**src/rtl/dms_tx_pkg.sv**
```systemverilog
// Shared types and constants for the DMS serial link transmitter.
// State encoding, key-width limit, default symbol timing, index helper.
package dms_tx_pkg;

  localparam int N_MAX       = 5;
  localparam int SYM_LEN_DEF = 16;
  localparam int MAJ_LEN_DEF = 11;
  localparam int IDX_W       = 6;
  localparam int ST_W        = 3;

  typedef enum logic [ST_W-1:0] {
    IDLE,
    CFG_N,
    CFG_D,
    CFG_C,
    PRE,
    SYM,
    TAIL
  } state_t;

  // Index of the top key bit, 2**n-1 (n is already range-checked).
  function automatic logic [IDX_W-1:0] key_top(input logic [3:0] n);
    return (IDX_W'(1) << n) - IDX_W'(1);
  endfunction

endpackage

```
**src/rtl/dms_sym_gen.sv**
```systemverilog
// Run-length symbol generator: sample counter plus latched bit.
// Ports: clk, reset, run, load, sym_bit in; str_sym, last out.
module dms_sym_gen
  import dms_tx_pkg::*;
#(
  parameter int SYM_LEN = SYM_LEN_DEF,
  parameter int MAJ_LEN = MAJ_LEN_DEF
) (
  input  logic clk,
  input  logic reset,
  input  logic run,
  input  logic load,
  input  logic sym_bit,
  output logic str_sym,
  output logic last
);

  localparam int CW = $clog2(SYM_LEN);
  localparam logic [CW-1:0] LAST_CNT = CW'(SYM_LEN - 1);
  localparam logic [CW-1:0] ONES_1   = CW'(MAJ_LEN);
  localparam logic [CW-1:0] ONES_0   = CW'(SYM_LEN - MAJ_LEN);

  logic [CW-1:0] cnt;
  logic          bit_q;
  logic [CW-1:0] ones;

  always_ff @(posedge clk) begin
    if (reset) begin
      cnt   <= '0;
      bit_q <= 1'b0;
    end else if (load) begin
      cnt   <= '0;
      bit_q <= sym_bit;
    end else if (run) begin
      cnt <= (cnt == LAST_CNT) ? '0 : cnt + 1'b1;
    end
  end

  // Leading ones, trailing zeros: every symbol opens with a 0->1 edge.
  assign ones    = bit_q ? ONES_1 : ONES_0;
  assign str_sym = (cnt < ones);
  assign last    = (cnt == LAST_CNT);

endmodule

```
**src/rtl/dms_encoder_tx.sv**
```systemverilog
// DMS link transmitter: config shift-out (mode=1) then run-length data.
// Ports: cfg_start/n/d/capsn, data valid/bit/ready, str, mode, busy, cfg_err.
module dms_encoder_tx
  import dms_tx_pkg::*;
#(
  parameter int SYM_LEN = SYM_LEN_DEF,
  parameter int MAJ_LEN = MAJ_LEN_DEF
) (
  input  logic        clk,
  input  logic        reset,
  input  logic        cfg_start,
  input  logic [3:0]  cfg_n,
  input  logic [31:0] cfg_d,
  input  logic [31:0] cfg_capsn,
  input  logic        data_valid,
  input  logic        data_bit,
  output logic        data_ready,
  output logic        str,
  output logic        mode,
  output logic        busy,
  output logic        cfg_err
);

  state_t             state, state_n;
  logic [IDX_W-1:0]   idx, idx_n;
  logic [3:0]         n_q;
  logic [31:0]        d_q;
  logic [31:0]        c_q;
  logic               err_q, err_n;
  logic               latch;
  logic               load;
  logic               sym_bit;
  logic               run;
  logic               str_sym;
  logic               last;

  assign run = (state == PRE) || (state == SYM);

  dms_sym_gen #(
    .SYM_LEN (SYM_LEN),
    .MAJ_LEN (MAJ_LEN)
  ) u_sym (
    .clk     (clk),
    .reset   (reset),
    .run     (run),
    .load    (load),
    .sym_bit (sym_bit),
    .str_sym (str_sym),
    .last    (last)
  );

  always_ff @(posedge clk) begin
    if (reset) begin
      state <= IDLE;
      idx   <= '0;
      n_q   <= '0;
      d_q   <= '0;
      c_q   <= '0;
      err_q <= 1'b0;
    end else begin
      state <= state_n;
      idx   <= idx_n;
      err_q <= err_n;
      if (latch) begin
        n_q <= cfg_n;
        d_q <= cfg_d;
        c_q <= cfg_capsn;
      end
    end
  end

  assign err_n = (state == IDLE) && cfg_start
              && (cfg_n > 4'(N_MAX));

  always_comb begin
    state_n    = state;
    idx_n      = idx;
    latch      = 1'b0;
    load       = 1'b0;
    sym_bit    = 1'b0;
    str        = 1'b0;
    mode       = 1'b0;
    data_ready = 1'b0;
    unique case (state)
      IDLE: begin
        if (cfg_start && (cfg_n <= 4'(N_MAX))) begin
          state_n = CFG_N;
          idx_n   = IDX_W'(3);
          latch   = 1'b1;
        end
      end
      CFG_N: begin
        mode = 1'b1;
        str  = n_q[idx[1:0]];
        if (idx == '0) begin
          state_n = CFG_D;
          idx_n   = key_top(n_q);
        end else begin
          idx_n = idx - 1'b1;
        end
      end
      CFG_D: begin
        mode = 1'b1;
        str  = d_q[idx[4:0]];
        if (idx == '0) begin
          state_n = CFG_C;
          idx_n   = key_top(n_q);
        end else begin
          idx_n = idx - 1'b1;
        end
      end
      CFG_C: begin
        mode = 1'b1;
        str  = c_q[idx[4:0]];
        if (idx == '0) begin
          // Preamble is a throwaway bit-0 symbol.
          state_n = PRE;
          load    = 1'b1;
          sym_bit = 1'b0;
        end else begin
          idx_n = idx - 1'b1;
        end
      end
      PRE, SYM: begin
        str = str_sym;
        if (last) begin
          data_ready = 1'b1;
          if (data_valid) begin
            state_n = SYM;
            load    = 1'b1;
            sym_bit = data_bit;
          end else begin
            state_n = TAIL;
          end
        end
      end
      TAIL: begin
        // Single high sample closes the last frame at the receiver.
        str     = 1'b1;
        state_n = IDLE;
      end
      default: state_n = IDLE;
    endcase
  end

  assign busy    = (state != IDLE);
  assign cfg_err = err_q;

endmodule

```
**config.mk**
```make
export PLATFORM = sky130hd
export DESIGN_NAME = dms_encoder_tx
export DESIGN_NICKNAME = d
export VERILOG_FILES = /design/src/rtl/dms_tx_pkg.sv /design/src/rtl/dms_sym_gen.sv /design/src/rtl/dms_encoder_tx.sv
export SDC_FILE = /design/constraint.sdc
export NUM_CORES = 1
export LEC_CHECK = 0
export BUFFER_PORTS_ARGS = -buffer_cell sky130_fd_sc_hd__buf_2
export CAP_MARGIN = 20
export CORE_MARGIN = 1
export CORE_UTILIZATION = 30
export CTS_BUF_LIST = sky130_fd_sc_hd__clkbuf_4 sky130_fd_sc_hd__clkbuf_8
export DETAILED_ROUTE_END_ITERATION = 6
export PLACE_DENSITY = 0.48
export SYNTH_ARGS = -nofsm -noshare
export SYNTH_HDL_FRONTEND = slang
export SYNTH_SLANG_ARGS = --single-unit
```
**constraint.sdc**
```tcl
create_clock -name clk -period 5.15 [get_ports clk]
set_input_delay 0 -clock clk [delete_from_list [all_inputs] [get_ports clk]]
set_output_delay 0 -clock clk [all_outputs]
set_load 0.02 [all_outputs]
```
==> flow_summary.yaml, run 1 <==
status:
  status: "finished, final reports clean"
setup_path:
  r2r_setup_slack_ns: 2.15
  critical_path_class: "reg2out"
  timing.rr.start: "idx[0]"
  reg2reg_depth: 7
  startpoint_type: "flip-flop"
  cp_max_fo: 18
  crit_path_end_kind: "primary output"
  required_ns: 5.15
  arrival_ns: 3.08
  r2r_end: "idx[2]"
sta:
  maxSlewViolCount: 0
  slew_headroom: 0.3529
  fin_crit_sh: 0.5974
  fmax_mhz: 325.0
  hold_violations: 0
  worst_slew_pin_slew_ns: 0.9694
  setup_viol: 0
  finalSetupTns_ns: 0
  rsz0062_at_grt: "false"
  timing.final.crit_period_ns: 3.077
  skew_ns: 0.006437
  hold_slack_ns: 0.08198
  setup_slack_ns: 2.073
final_layout:
  final_cell_area_um2: 5388
  finalNonFillerCells: 786
  layout_common_cells: "nand2_1 (148), dfxtp_1 (83), a21oi_1 (80)"
  num_antenna_cells: 0
  area_delta_synth_final_pct: 34.69
  final_layout_size_suffix_gt1_frac: 0.1857
  layout_commonest_cell: "nand2_1"
  multi_input_area_um2: 2143
  fillCellCount: 1319
  fin_nets: 688
  ff_latch_area_um2: 1662
grt:
  grt_antenna_before_repair: 0
  grt_pass1_wl_um: 17460
  globalRouteTotalUtil: 0.1585
  grt_max_degree: 69
  grt_pass1_vias: 3697
  gr-total-overflow: 0
clocking:
  cts.sinks: 83
  tritoncts: "built"
  cts_resized: 0
  clk_path_buf_depth: 2
  cts.htree.levels: 3
  cts_buffers: 9
  postCtsSetupBuffers: 0
  clock_latency_ns: 0.37
  clk_pin_slew_worst_paths_ns: 0.08
  root_buffer: "clkbuf_8"
routing:
  wire_per_inst_um: 13.23
  drc_errors: 0
  vias: 3784
  finalWirelength_um: 10400
  first_pass_iters: 4
  viasPerCell: 4.814
  drtAntennaViolNets: 0
  drtIter0Drc: 140
pwr:
  p_leak_uw: 0.002051
  ir_worst_vdd_uv: 164.3
  power_density_nw_per_um2: 294.2
die:
  die_w_um: 117.5
  io_pins: 78
  rows: 41
  die_h_um: 117.5
  coreArea_um2: 12820
  dieArea_um2: 13800
  initial_utilization: 0.3119
place:
  place_hpwl_um: 6851
  place_ws_ns: 2.153
  dp_cells: 699
  portBuffers: 77
  place_congestion: 0.7928
  dpl_cell_area_um2: 4466
worst_hold_path:
  whs_path_depth: 2
  hold_path_end: "c_q[9]"
  worstHoldStart: "reset"
  min_path_type: "in2reg"
synthesis:
  synth_ff_type: "dfxtp_1"
  async_flop_share: 0
  ys_ff_latch: 83
  synth_area_um2: 4000
  postSynthCellCount: 485
  yosysUniqueCellTypes: 53
  synth_edf_count: 0
  synth_area_per_cell_um2: 8.248
  syn-num-nets: 564
  ys_warn_count: 0
  synth-seq-area-share: 0.4154
run:
  maxCapViolCount: 0
==> Yosys cell counts, types with 2 or more instances <==
cell type,instances,area [µm²]
nand3b_1,3,22.52
mux4_1,8,210.2
o2111ai_1,3,26.28
nand2b_1,3,18.77
a21boi_0,3,22.52
nand3_1,10,50.05
a31oi_1,4,25.02
mux4_2,8,180.2
o211ai_1,3,22.52
and3_1,2,12.51
nor2b_1,4,25.02
a21oi_1,80,400.4
a211oi_1,2,15.01
o21bai_1,3,22.52
dfxtp_1,83,1662
mux2_2,3,33.78
ha_1,6,75.07
inv_1,10,37.54
mux2i_1,3,30.03
buf_2,11,55.05
nand2_1,148,555.5
nor3b_1,2,15.01
nor2_1,13,48.80
a2bb2oi_1,2,17.52
or3_1,4,25.02
nor3_1,5,25.02
nor4_1,2,12.51
clkbuf_1,22,82.58
nor4b_1,2,17.52
buf_1,4,15.01
o21ai_0,7,35.03
==> critical path: stages (launching register included) <==
cell and delay [ns]:
dfxtp_1 0.96, mux4_1 0.66, mux4_2 0.50, o211ai_1 0.20, o2111ai_1 0.18, buf_2 0.21
==> worst max path at each step <==
stage | start | endpoint | slack (ns) | cells after the start
after floorplan | idx[1] | idx[3] | 2.81 | 10
after global placement | idx[0] | idx[3] | 2.29 | 7
after detailed placement | idx[0] | idx[3] | 2.15 | 7
after CTS | idx[0] | str | 1.99 | 5
after global routing | idx[0] | str | 1.88 | 5
final | idx[0] | str | 2.07 | 5
==> repair_timing <==
action | in CTS | in global routing
endpoints found under the setup margin | 0 | 0
endpoints found under the hold margin | 70 | 0
hold buffers | 70 | 0
==> flip-flops by register name (all words and copies together) (netlist names) <==
signal,flops
cfg_err,1
n_q,4
c_q,32
idx,6
d_q,32
state,3
u_sym.bit_q,1
u_sym.cnt,4
==> per-stage QoR <==
stage,total power (µW),util
5_1_grt,1683,0.4201
2_1_floorplan,988.6,-
6_report,1585,0.4201
4_1_cts,1610,0.4185
3_5_place_dp,1080,0.3482
3_3_place_gp,1077,0.3482
==> logic make-up after synthesis <==
group / Yosys count / synth area share
fa+ha+maj: 6 / 0.01877
buf+inv: 48 / 0.05036
xor+xnor: 2 / 0.004380
simple gates: 203 / 0.2171
compound gates: 121 / 0.1805
mux: 22 / 0.1135
flops: 83 / 0.4154
==> area by class of cell <==
cell class | count | area share
clock buffer | 11 | 0.02578
clock inverter | 5 | 0.01161
timing repair buffer | 151 | 0.2095
inverter | 10 | 0.006967
tap | 172 | 0.03994
sequential | 83 | 0.3084
multi-input combinational | 354 | 0.3978
==> layer usage <==
metal,wire [µm],vias to the layer above,global-route usage,part of all wire
met1,4789,1763,0.1909,0.46
met3,386,7,0.04845,0.037
li1,-,1942,-,-
met4,94,0,0.04888,0.0090
met5,0,-,0,0
met2,5125,72,0.2696,0.49
==> where the power goes <==
part	switching [µW]	internal [µW]	leakage [µW]
clock network	243	237	0.0000970
registers	53.9	681	0.000675
logic	187	183	0.00128
Power figures use the tool's default switching activity.
==> run 2, diff against run 1 <==
Settings changed: PLACE_DENSITY 0.48 to 0.49.
Clock period 5.15 ns to 2.45 ns, I/O delays scaled along.
==> flow_summary.yaml, run 2 (same netlist as run 1, synthesis figures left out) <==
grt:
  globalRouteTotalUtil: 0.1631
  grt_pass1_wl_um: 18170
  grt_pass1_vias: 3871
  grt_antenna_before_repair: 0
  grt_max_degree: 69
  gr-total-overflow: 0
routing:
  drc_errors: 0
  viasPerCell: 4.860
  vias: 3878
  drtAntennaViolNets: 0
  finalWirelength_um: 10850
  drtIter0Drc: 161
  wire_per_inst_um: 13.60
  first_pass_iters: 4
final_layout:
  area_delta_synth_final_pct: 38.29
  ff_latch_area_um2: 1665
  num_antenna_cells: 0
  fin_nets: 700
  layout_common_cells: "nand2_1 (148), dfxtp_1 (82), a21oi_1 (80)"
  final_layout_size_suffix_gt1_frac: 0.2157
  multi_input_area_um2: 2123
  layout_commonest_cell: "nand2_1"
  top_regs: "c_q: 32 flops, d_q: 32 flops, idx: 6 flops"
  fillCellCount: 1350
place:
  portBuffers: 77
  place_congestion: 0.8087
  place_hpwl_um: 7235
sta:
  timing.final.crit_period_ns: 2.451
  hold_slack_ns: 0.1082
  setup_slack_ns: -0.0007532
  setup_viol: 1
  rsz0062_at_grt: "true"
  slew_headroom: 0.6296
  maxSlewViolCount: 0
  skew_ns: 0.005329
  hold_violations: 0
  fmax_mhz: 408.0
  fin_crit_sh: 1.000
  worst_slew_pin_slew_ns: 0.5556
status:
  violations: "setup timing"
  status: "finished, violations left"
setup_path:
  critical_path.most_common_cell: "mux4_2"
  crit_chain: "buf_8 > mux4_2 > mux4_2 > o211ai_1 > o2111ai_2 > buf_4"
  crit_path_end_kind: "primary output"
  cp_max_fo: 6
  critical_path_class: "reg2out"
  path_buf_inv: 2
  arrival_ns: 2.45
  crit_path_max_incr_delay_ns: 0.49
  cpLargestDelayFamily: "multiplexers"
  startpoint_type: "flip-flop"
  crit_path_top_delay_cell: "mux4_2"
  required_ns: 2.45
worst_hold_path:
  min_path_type: "in2reg"
clocking:
  cts.sinks: 83
  clock_latency_ns: 0.37
  cts.htree.levels: 3
  root_buffer: "clkbuf_8"
  clk_path_buf_depth: 2
  cts_buffers: 9
  clk_pin_slew_worst_paths_ns: 0.08
  tritoncts: "built"
die:
  rows: 41
  die_w_um: 117.5
  die_h_um: 117.5
  dieArea_um2: 13800
  initial_utilization: 0.3119
  io_pins: 78
  coreArea_um2: 12820
pwr:
  power.total_uw: 3522
  ir_worst_vdd_uv: 254.3
  power_density_nw_per_um2: 636.7
  p_leak_uw: 0.002111
run:
  maxCapViolCount: 0
==> run 2: cell types whose count changed in the layout (fill, tap and decap cells not counted), moves of 2 or more <==
cell,delta
buf_4,+8
buf_8,+2
clkinvlp_4,-2
buf_12,+2
clkbuf_4,-2
clkinv_2,+2
mux4_1,-7
mux4_2,+7
==> run 2: power by group <==
part           switching (µW)  total, µW  internal, µW  leakage [µW]
combinational             452        895           443       0.00132
sequential               76.4       1510          1430      0.000676
clock                     513       1120           603      0.000117
total                    1040       3520          2480       0.00211
==> run 2: layout make-up <==
type	count	share of cell area
well taps	172	0.03891
repair buffers	163	0.2287
clock buffers	10	0.02488
flip-flops and latches	83	0.3011
inverters	10	0.006786
multi-input cells	354	0.3839
clock inverters	6	0.01583
==> run 2: final timing paths <==
check              to  cells after the start  slack (ns)    start
max               str                      6     -0.0008   idx[0]
min reg2reg   d_q[16]                      2        0.45  d_q[16]
min          state[2]                      2        0.11    reset
max reg2reg    idx[3]                      7        0.22   idx[0]
==> run 2: stage by stage <==
step	instance area [µm²]	TNS [ns]	utilization	std cells	setup slack, ns
2_1_floorplan	4000	0	-	485	0.1115
3_3_place_gp	4571	0	0.3564	708	0.2656
3_5_place_dp	4571	0	0.3564	708	0.2606
4_1_cts	5533	-0.06050	0.4314	798	-0.06050
5_1_grt	5532	-0.08177	0.4313	798	-0.08177
6_report	5532	-0.0007532	0.4313	798	-0.0007532
==> run 2: per-layer routing <==
metal	up-vias	global-route usage	wire length (µm)
met2	67	0.2851	5351
li1	1948	-	-
met1	1841	0.1930	4888
met3	22	0.02713	324
met4	0	0.08013	288
met5	-	0	0
==> run 2: timing repair <==
action,4_1_cts,5_1_grt
hold endpoints to repair,70,0
hold buffers,70,0
pin swaps,2,3
setup buffers,4,0
endpoints found under the setup margin,1,1
resized for setup,10,6
